### src/rtl/ecc_22_wr_encode.sv
// Write-side SECDED encoder for the 22-bit ECC FIFO path: duplicated encoders with
// compare, one valid/ready register stage, and a one-shot data-corruption hook.
module ecc_22_wr_encode #(
  parameter int unsigned DATA_WIDTH   = 22,
  parameter int unsigned PARITY_WIDTH = 6
) (
  input  logic                    clk,
  input  logic                    rst,
  input  logic                    wr_vld,
  output logic                    wr_rdy,
  input  logic [DATA_WIDTH-1:0]   wr_data,
  input  logic                    bypass,
  input  logic                    ecc_fault_detc_en,
  input  logic                    err_inj_sbit,
  input  logic                    err_inj_dbit,
  input  logic                    fault_clr,
  output logic                    mem_vld,
  input  logic                    mem_rdy,
  output logic [DATA_WIDTH-1:0]   mem_data,
  output logic [PARITY_WIDTH-1:0] mem_parity,
  output logic                    mem_fault,
  output logic                    fault_flag,
  output logic [7:0]              fault_cnt,
  output logic                    inj_armed
);

  // Codeword positions 1..27; powers of two hold Hamming bits, data fills the rest.
  function automatic logic [PARITY_WIDTH-1:0] ecc_encode(input logic [DATA_WIDTH-1:0] d);
    logic [PARITY_WIDTH-1:0] p;
    int k;
    p = '0;
    k = 0;
    for (int pos = 1; pos <= int'(DATA_WIDTH + PARITY_WIDTH - 1); pos++) begin
      if ((pos & (pos - 1)) != 0) begin
        for (int i = 0; i < int'(PARITY_WIDTH - 1); i++) begin
          if (pos[i]) p[i] = p[i] ^ d[k];
        end
        k++;
      end
    end
    p[PARITY_WIDTH-1] = (^d) ^ (^p[PARITY_WIDTH-2:0]);
    return p;
  endfunction

  logic [PARITY_WIDTH-1:0] p0, p1;
  logic                    acc, mismatch;
  logic                    inj_dbit, inj_sbit;
  logic                    inj_dbit_q, inj_sbit_q;
  logic [DATA_WIDTH-1:0]   inj_mask;

  logic                    mem_vld_q;
  logic [DATA_WIDTH-1:0]   mem_data_q;
  logic [PARITY_WIDTH-1:0] mem_parity_q;
  logic                    mem_fault_q;
  logic                    fault_flag_q, fault_flag_d;
  logic [7:0]              fault_cnt_q, fault_cnt_d;

  // Two independent encoder instances in lock-step; p1 exists only for the compare.
  assign p0 = ecc_encode(wr_data);
  assign p1 = ecc_encode(wr_data);

  assign wr_rdy   = ~mem_vld_q | mem_rdy;
  assign acc      = wr_vld & wr_rdy;
  assign mismatch = (p0 != p1) & ecc_fault_detc_en & ~bypass;

  // An arm pulse coincident with an accepted beat applies to that beat.
  always_comb begin
    inj_dbit = inj_dbit_q | err_inj_dbit;
    inj_sbit = inj_sbit_q | err_inj_sbit;
    inj_mask = '0;
    if (inj_dbit) begin
      inj_mask = DATA_WIDTH'(3);
    end else if (inj_sbit) begin
      inj_mask = DATA_WIDTH'(1);
    end
  end

  always_comb begin
    fault_flag_d = fault_flag_q;
    fault_cnt_d  = fault_cnt_q;
    if (acc && mismatch) begin
      fault_flag_d = 1'b1;
      if (fault_clr) begin
        fault_cnt_d = 8'd1;
      end else if (fault_cnt_q != 8'hFF) begin
        fault_cnt_d = fault_cnt_q + 8'd1;
      end
    end else if (fault_clr) begin
      fault_flag_d = 1'b0;
      fault_cnt_d  = 8'd0;
    end
  end

  always_ff @(posedge clk or posedge rst) begin
    if (rst) begin
      mem_vld_q    <= 1'b0;
      mem_data_q   <= '0;
      mem_parity_q <= '0;
      mem_fault_q  <= 1'b0;
      inj_dbit_q   <= 1'b0;
      inj_sbit_q   <= 1'b0;
      fault_flag_q <= 1'b0;
      fault_cnt_q  <= 8'd0;
    end else begin
      fault_flag_q <= fault_flag_d;
      fault_cnt_q  <= fault_cnt_d;
      if (acc) begin
        mem_vld_q    <= 1'b1;
        mem_data_q   <= wr_data ^ inj_mask;
        mem_parity_q <= bypass ? '0 : p0;
        mem_fault_q  <= mismatch;
        inj_dbit_q   <= 1'b0;
        inj_sbit_q   <= 1'b0;
      end else begin
        if (mem_rdy) mem_vld_q <= 1'b0;
        inj_dbit_q <= inj_dbit;
        inj_sbit_q <= inj_sbit;
      end
    end
  end

  assign mem_vld    = mem_vld_q;
  assign mem_data   = mem_data_q;
  assign mem_parity = mem_parity_q;
  assign mem_fault  = mem_fault_q;
  assign fault_flag = fault_flag_q;
  assign fault_cnt  = fault_cnt_q;
  assign inj_armed  = inj_dbit_q | inj_sbit_q;

endmodule

### config.mk
export PLATFORM = sky130hd
export DESIGN_NAME = ecc_22_wr_encode
export DESIGN_NICKNAME = d
export VERILOG_FILES = /design/src/rtl/ecc_22_wr_encode.sv
export SDC_FILE = /design/constraint.sdc
export NUM_CORES = 1
export LEC_CHECK = 0
export CAP_MARGIN = 20
export CORE_MARGIN = 5
export CORE_UTILIZATION = 35
export DETAILED_ROUTE_END_ITERATION = 12
export PLACE_DENSITY_LB_ADDON = 0.12
export SLEW_MARGIN = 20
export SYNTH_ARGS = -nofsm -noshare
export SYNTH_HDL_FRONTEND = slang
export SYNTH_SLANG_ARGS = --single-unit
### constraint.sdc
create_clock -name clk -period 1.7 [get_ports clk]
set_input_delay 0.255 -clock clk [delete_from_list [all_inputs] [get_ports clk]]
set_output_delay 0.255 -clock clk [all_outputs]
set_load 0.02 [all_outputs]
==> reports/summary.txt <==
Final WS setup: -0.06636 ns
GRT Residual Overflow: 0
Clock sinks: 31
Largest net degree at the start of global routing: 32
Most frequent cells in the layout: clkdlybuf4s50_1 (38), buf_4 (33), dfrtp_1 (31)
Crit Path Category: in -> reg
Global-route wire length before repair: 6831 um
Status: finished, violations left
Avg Vias per Cell: 4.405
CP startpoint kind: input pin
Drt total wl: 4040 um
Row cnt: 25
Crit-path cells: buf_12, xnor2_4, xnor3_1, xor3_1, xnor3_1, a22o_1
Post-layout instance area: 0.002698 mm^2
HP Class: in -> reg
Post-Place Cell Area: 0.002476 mm^2
Die Ht: 79.24 um
P&R area growth vs syn: 60.78%
Unrepaired setup endpoints after global routing: yes
Clk slew on worst S/H paths: 0.06 ns
Clk pwr share: 0.185
Routed Antenna Nets: 0
Chip width: 79.24 um
Hold-fix buffers, CTS: 0
Worst endpoint required time: 1.86 ns
CP Data Arrival Time: 1.93 ns
Clk_skew: 0.002084 ns
Vias in the first global route: 1403
Count of cell types in the netlist: 21
Initial antenna violation count: 0
Fraction of layout cells with a size suffix above 1: 0.3689
Final Hold Fails: 0
Clock insertion delay at the later pin of the skew report: 0.27 ns
Post-DP HPWL: 3167 um
CTS tree: built
Routed len/inst: 14.48 um
Hold WS: 0.2680 ns
Seq/Total Area, Yosys: 0.4623
Clock Path Buffers: 2
Avg Synthesized Cell Area: 12.91 um^2
Slowest library cell on the worst path: xnor3_1
LEAKAGE: 1.246 nW
Mapped Area: 0.001678 mm^2
CTS H-tree depth: 2
Synth Warn #: 0
Ant diodes: 0
DR vias: 1229
Finish-stage setup viols: 1
Logic pwr share: 0.476
Max VDD drop: 0.5633 mV
Core ar.: 0.004692 mm^2
Internal power: 1.910 mW
Switching pwr: 850.0 uW
Die area: 0.006278 mm^2
Root Driver: clkbuf_8
Fmax achieved: 566.1 MHz
CP dominant cell by count: xnor3_1
Tcrit/Tclk final: 1.039
Slew Viols, Final: 0
Switch share: 0.3080
Syn Inst Count: 130
Io pins: 72
Total GRT Usage: 0.1422
Max-capacitance violation count: 0
TritonRoute pass-1 iters: 3
Worst-path fanout max: 2
Final min period: 1.766 ns
Placer Congestion: 0.8049
Max incr delay on CP: 0.45 ns
Commonest non-fill, non-tap cell in the layout: clkdlybuf4s50_1
Nets: 257
Remaining DRCs: 0
Crit. End Element: flip-flop
PortBufs: 59
Failing checks: negative setup slack
Pwr Density: 1023 mW/mm^2
Sequential power share: 0.339
Cts bufs inserted: 5
Starting Density: 0.3576
FF+latch count, synth: 31
Violation count after the first detailed-route iteration: 13
-- metal layers --
layer | GRT usage | part of all wire | vias to the layer above
met2 | 0.2466 | 0.52 | 42
met4 | 0.05670 | 0.018 | 0
met3 | 0.04535 | 0.058 | 5
li1 | - | - | 598
met1 | 0.1615 | 0.40 | 584
met5 | 0 | 0 | -
-- kinds of logic after synthesis --
group,share of synthesized area
compound gates,0.03580
xor+xnor,0.2729
buf+inv,0.05369
flops,0.4623
mux,0.1342
other cells,0.002235
simple gates,0.03878
-- worst paths after layout --
path | startpoint | end | slack [ns] | depth (start not counted)
max in group asynchronous | rst | mem_data[21] | 1.04 | 3
min in group asynchronous | rst | inj_sbit_q | 0.36 | 3
setup / recovery | wr_data[8] | mem_parity[5] | -0.07 | 6
hold reg to reg | mem_data[1] | mem_data[1] | 0.48 | 2
hold / removal | wr_data[10] | mem_data[10] | 0.27 | 2
setup reg to reg | mem_vld | mem_parity[2] | 0.37 | 5
-- cell usage after synthesis --
master    number  area (um^2)
or2_2          2        12.51
inv_1          1        3.750
a22o_1         2        17.52
xnor2_2        3        48.80
xor2_1        10        87.58
xnor3_1        4        90.09
nand2_1        7        26.28
nor2_1         2        7.510
a21oi_1        1        5.000
xor3_1         2        47.55
clkbuf_1       1        3.750
buf_1          2        7.510
xnor2_1       21        183.9
dfrtp_1       31        775.7
nand2b_1       2        12.51
buf_4         10        75.07
conb_1         1        3.750
nor4_1         1        6.260
o21a_1         1        7.510
mux2_2        20        225.2
o21ai_0        6        30.03
-- worst max-delay path, delay by kind of cell --
kind,cells,cell delay (ns)
AOI/OAI and AO/OA,1,0.21
buffers and inverters,1,0.11
xor gates and xnor gates,4,1.35
-- cell type report --
cell class / count / area (um^2)
multi-input cells: 94 / 932.1
inverters: 1 / 3.754
fillers: 402 / 1994
well taps: 54 / 67.56
flip-flops and latches: 31 / 775.7
clock buffers: 6 / 72.57
repair buffers: 93 / 845.8
-- power groups by stage --
stage	combinational, mW	clock, mW	sequential [mW]
3_3_place_gp	1.18	0	0.944
4_1_cts	1.27	0.536	0.938
6_report	1.31	0.510	0.935
5_1_grt	1.40	0.571	0.953
2_1_floorplan	0.520	0	1.10
3_5_place_dp	1.20	0	0.949
-- what timing repair did --
action                     CTS  global route
cloned                       0             0
pin swaps                   19            12
resized for setup           56            20
setup endpoints to repair    6             3
setup buffers                6             5
-- state kept, by name (all words and copies together) (netlist names) --
signal	cells
mem_data	22
mem_parity	6
inj_dbit_q	1
inj_sbit_q	1
mem_vld	1
-- per-stage QoR --
stage / std cells / power (mW) / util / worst slack, ns / setup TNS, ns
floorplan: 139 / 1.619 / - / -0.02063 / -0.02063
global placement: 263 / 2.121 / 0.5277 / -0.5999 / -2.008
detailed placement: 263 / 2.148 / 0.5277 / -0.7069 / -3.092
CTS: 274 / 2.743 / 0.5563 / -0.02734 / -0.02734
global route: 279 / 2.927 / 0.5749 / -0.1039 / -0.1039
finish: 279 / 2.760 / 0.5749 / -0.06636 / -0.06636
No activity file was read; power rests on OpenSTA's default activity.
==> RTL change: new RTL, same flow settings <==
Make the reset (`rst`) synchronous in one clocked block.
--- a/src/rtl/ecc_22_wr_encode.sv
+++ b/src/rtl/ecc_22_wr_encode.sv
@@ -91,7 +91,7 @@
     end
   end
 
-  always_ff @(posedge clk or posedge rst) begin
+  always_ff @(posedge clk) begin
     if (rst) begin
       mem_vld_q    <= 1'b0;
       mem_data_q   <= '0;
Check against the original RTL: differs if rst is asserted again (counterexample within 4 cycles, from zero or initial values and one cycle with rst high); with rst held inactive, the same outputs for 10 cycles.
==> RTL change against the unedited design <==
Setup slack better by 76 ps; largest cell class unchanged; design area up 2.6%; largest power group unchanged; clock skew up 4.6 ps; synthesized area down 3.1%; non-clock buffer count up 2; critical path depth up 1; wire length up 7.1%; sequential cell count unchanged; power down 4.3%.
==> RTL change: results <==
group,metric,value,unit
cells_and_area,nClkBuffers,8,
placement,hpwl,3270,um
power,p_leak,1.23,nW
routing,dr.pass1.iters,4,
setup_path,cp-endpoint,"mem_parity[5]",
cells_and_area,sh_seq_area,0.224,
cells_and_area,buffer_area_frac,0.308,
synth,yosysSeqAreaShare,0.382,
power,clkPwrFrac,0.241,
setup_path,worstPathArrival,1880,ps
synth,synthFlopType,"dfxtp_1",
synth,synth_cell_types,23,
power,ir_worst_vdd,0.000479,V
synth,syn_inst,184,
setup_path,cp_slowest_stage_delay,480,ps
clock_network,htree_levels,2,
cells_and_area,fin_nets,307,
setup_path,reg2reg_slack,450,ps
power,netSwitchingPower,0.000798,W
routing,avgRoutedWirePerCell,13.2,um
routing,via_count,1501,
run_status,status,"completed",
clock_network,cts_setup_buffers,4,
power,total_power,0.00264,W
global_route,track_usage,0.144,
cells_and_area,fillCellCount,386,
global_route,grt_use_met2,0.235,
setup_path,worstReg2RegStart,"mem_vld",
global_route,gr-usage-met1,0.171,
cells_and_area,drive_gt1_frac,0.303,
global_route,grt_pass1_vias,1455,
power,combPwrFrac,0.451,
setup_path,slowest_stage,"xnor3_2",
routing,drt-met1-wl,1790,um
routing,met2_length,2140,um
routing,detail_route.iter0.violations,45,
cells_and_area,multiInputGateArea,1130,um2
global_route,grt_use_met3,0.0526,
cells_and_area,final-clk-cell-share,0.0361,
cells_and_area,nMultiInputCombCells,142,
setup_path,worstSetupStartpoint,"wr_data[13]",
synth,netlist_top_cells_area,"dfxtp_1, xnor2_1, nand2_1",
sta,fin_skew,6.71,ps
cells_and_area,n_all_buffers,95,
routing,wl,4330,um
synth,synth_commonest_cells,"nand2_1, dfxtp_1, xnor2_1",
clock_network,post_cts_resized,50,
routing,wl_met3,287,um
synth,async_reset_ff_frac,0,
global_route,grt_max_degree,19,
setup_path,worstReg2RegEnd,"mem_parity[1]",
-- RTL change: through the flow --
step	utilization	setup slack (ps)
floorplan	-	-92.1
global placement	0.544	-671
detailed placement	0.544	-695
CTS	0.595	-220
global route	0.623	-96.1
finish	0.623	9.72
-- RTL change: cell families after synthesis --
group | count (synthesis) | share of synthesized area
and+or+nand+nor | 59 | 0.143
AOI/OAI and AO/OA | 30 | 0.109
DFF | 31 | 0.382
other | 1 | 0.00231
buffers and inverters | 20 | 0.0693
xor gates and xnor gates | 43 | 0.294
-- RTL change: how the worst min path moves through the flow --
| stage | cells past startpoint | to | from | slack [ps] |
|---|---|---|---|---|
| final | 3 | mem_data[17] | wr_data[17] | 230 |
| after global routing | 3 | mem_data[17] | wr_data[17] | 240 |
| after CTS | 3 | mem_data[13] | wr_data[13] | 240 |
| after detailed placement | 2 | mem_data[14] | mem_data[14] | 450 |
| after global placement | 2 | mem_data[14] | mem_data[14] | 440 |
| after floorplan | 1 | mem_parity[5] | bypass | 350 |
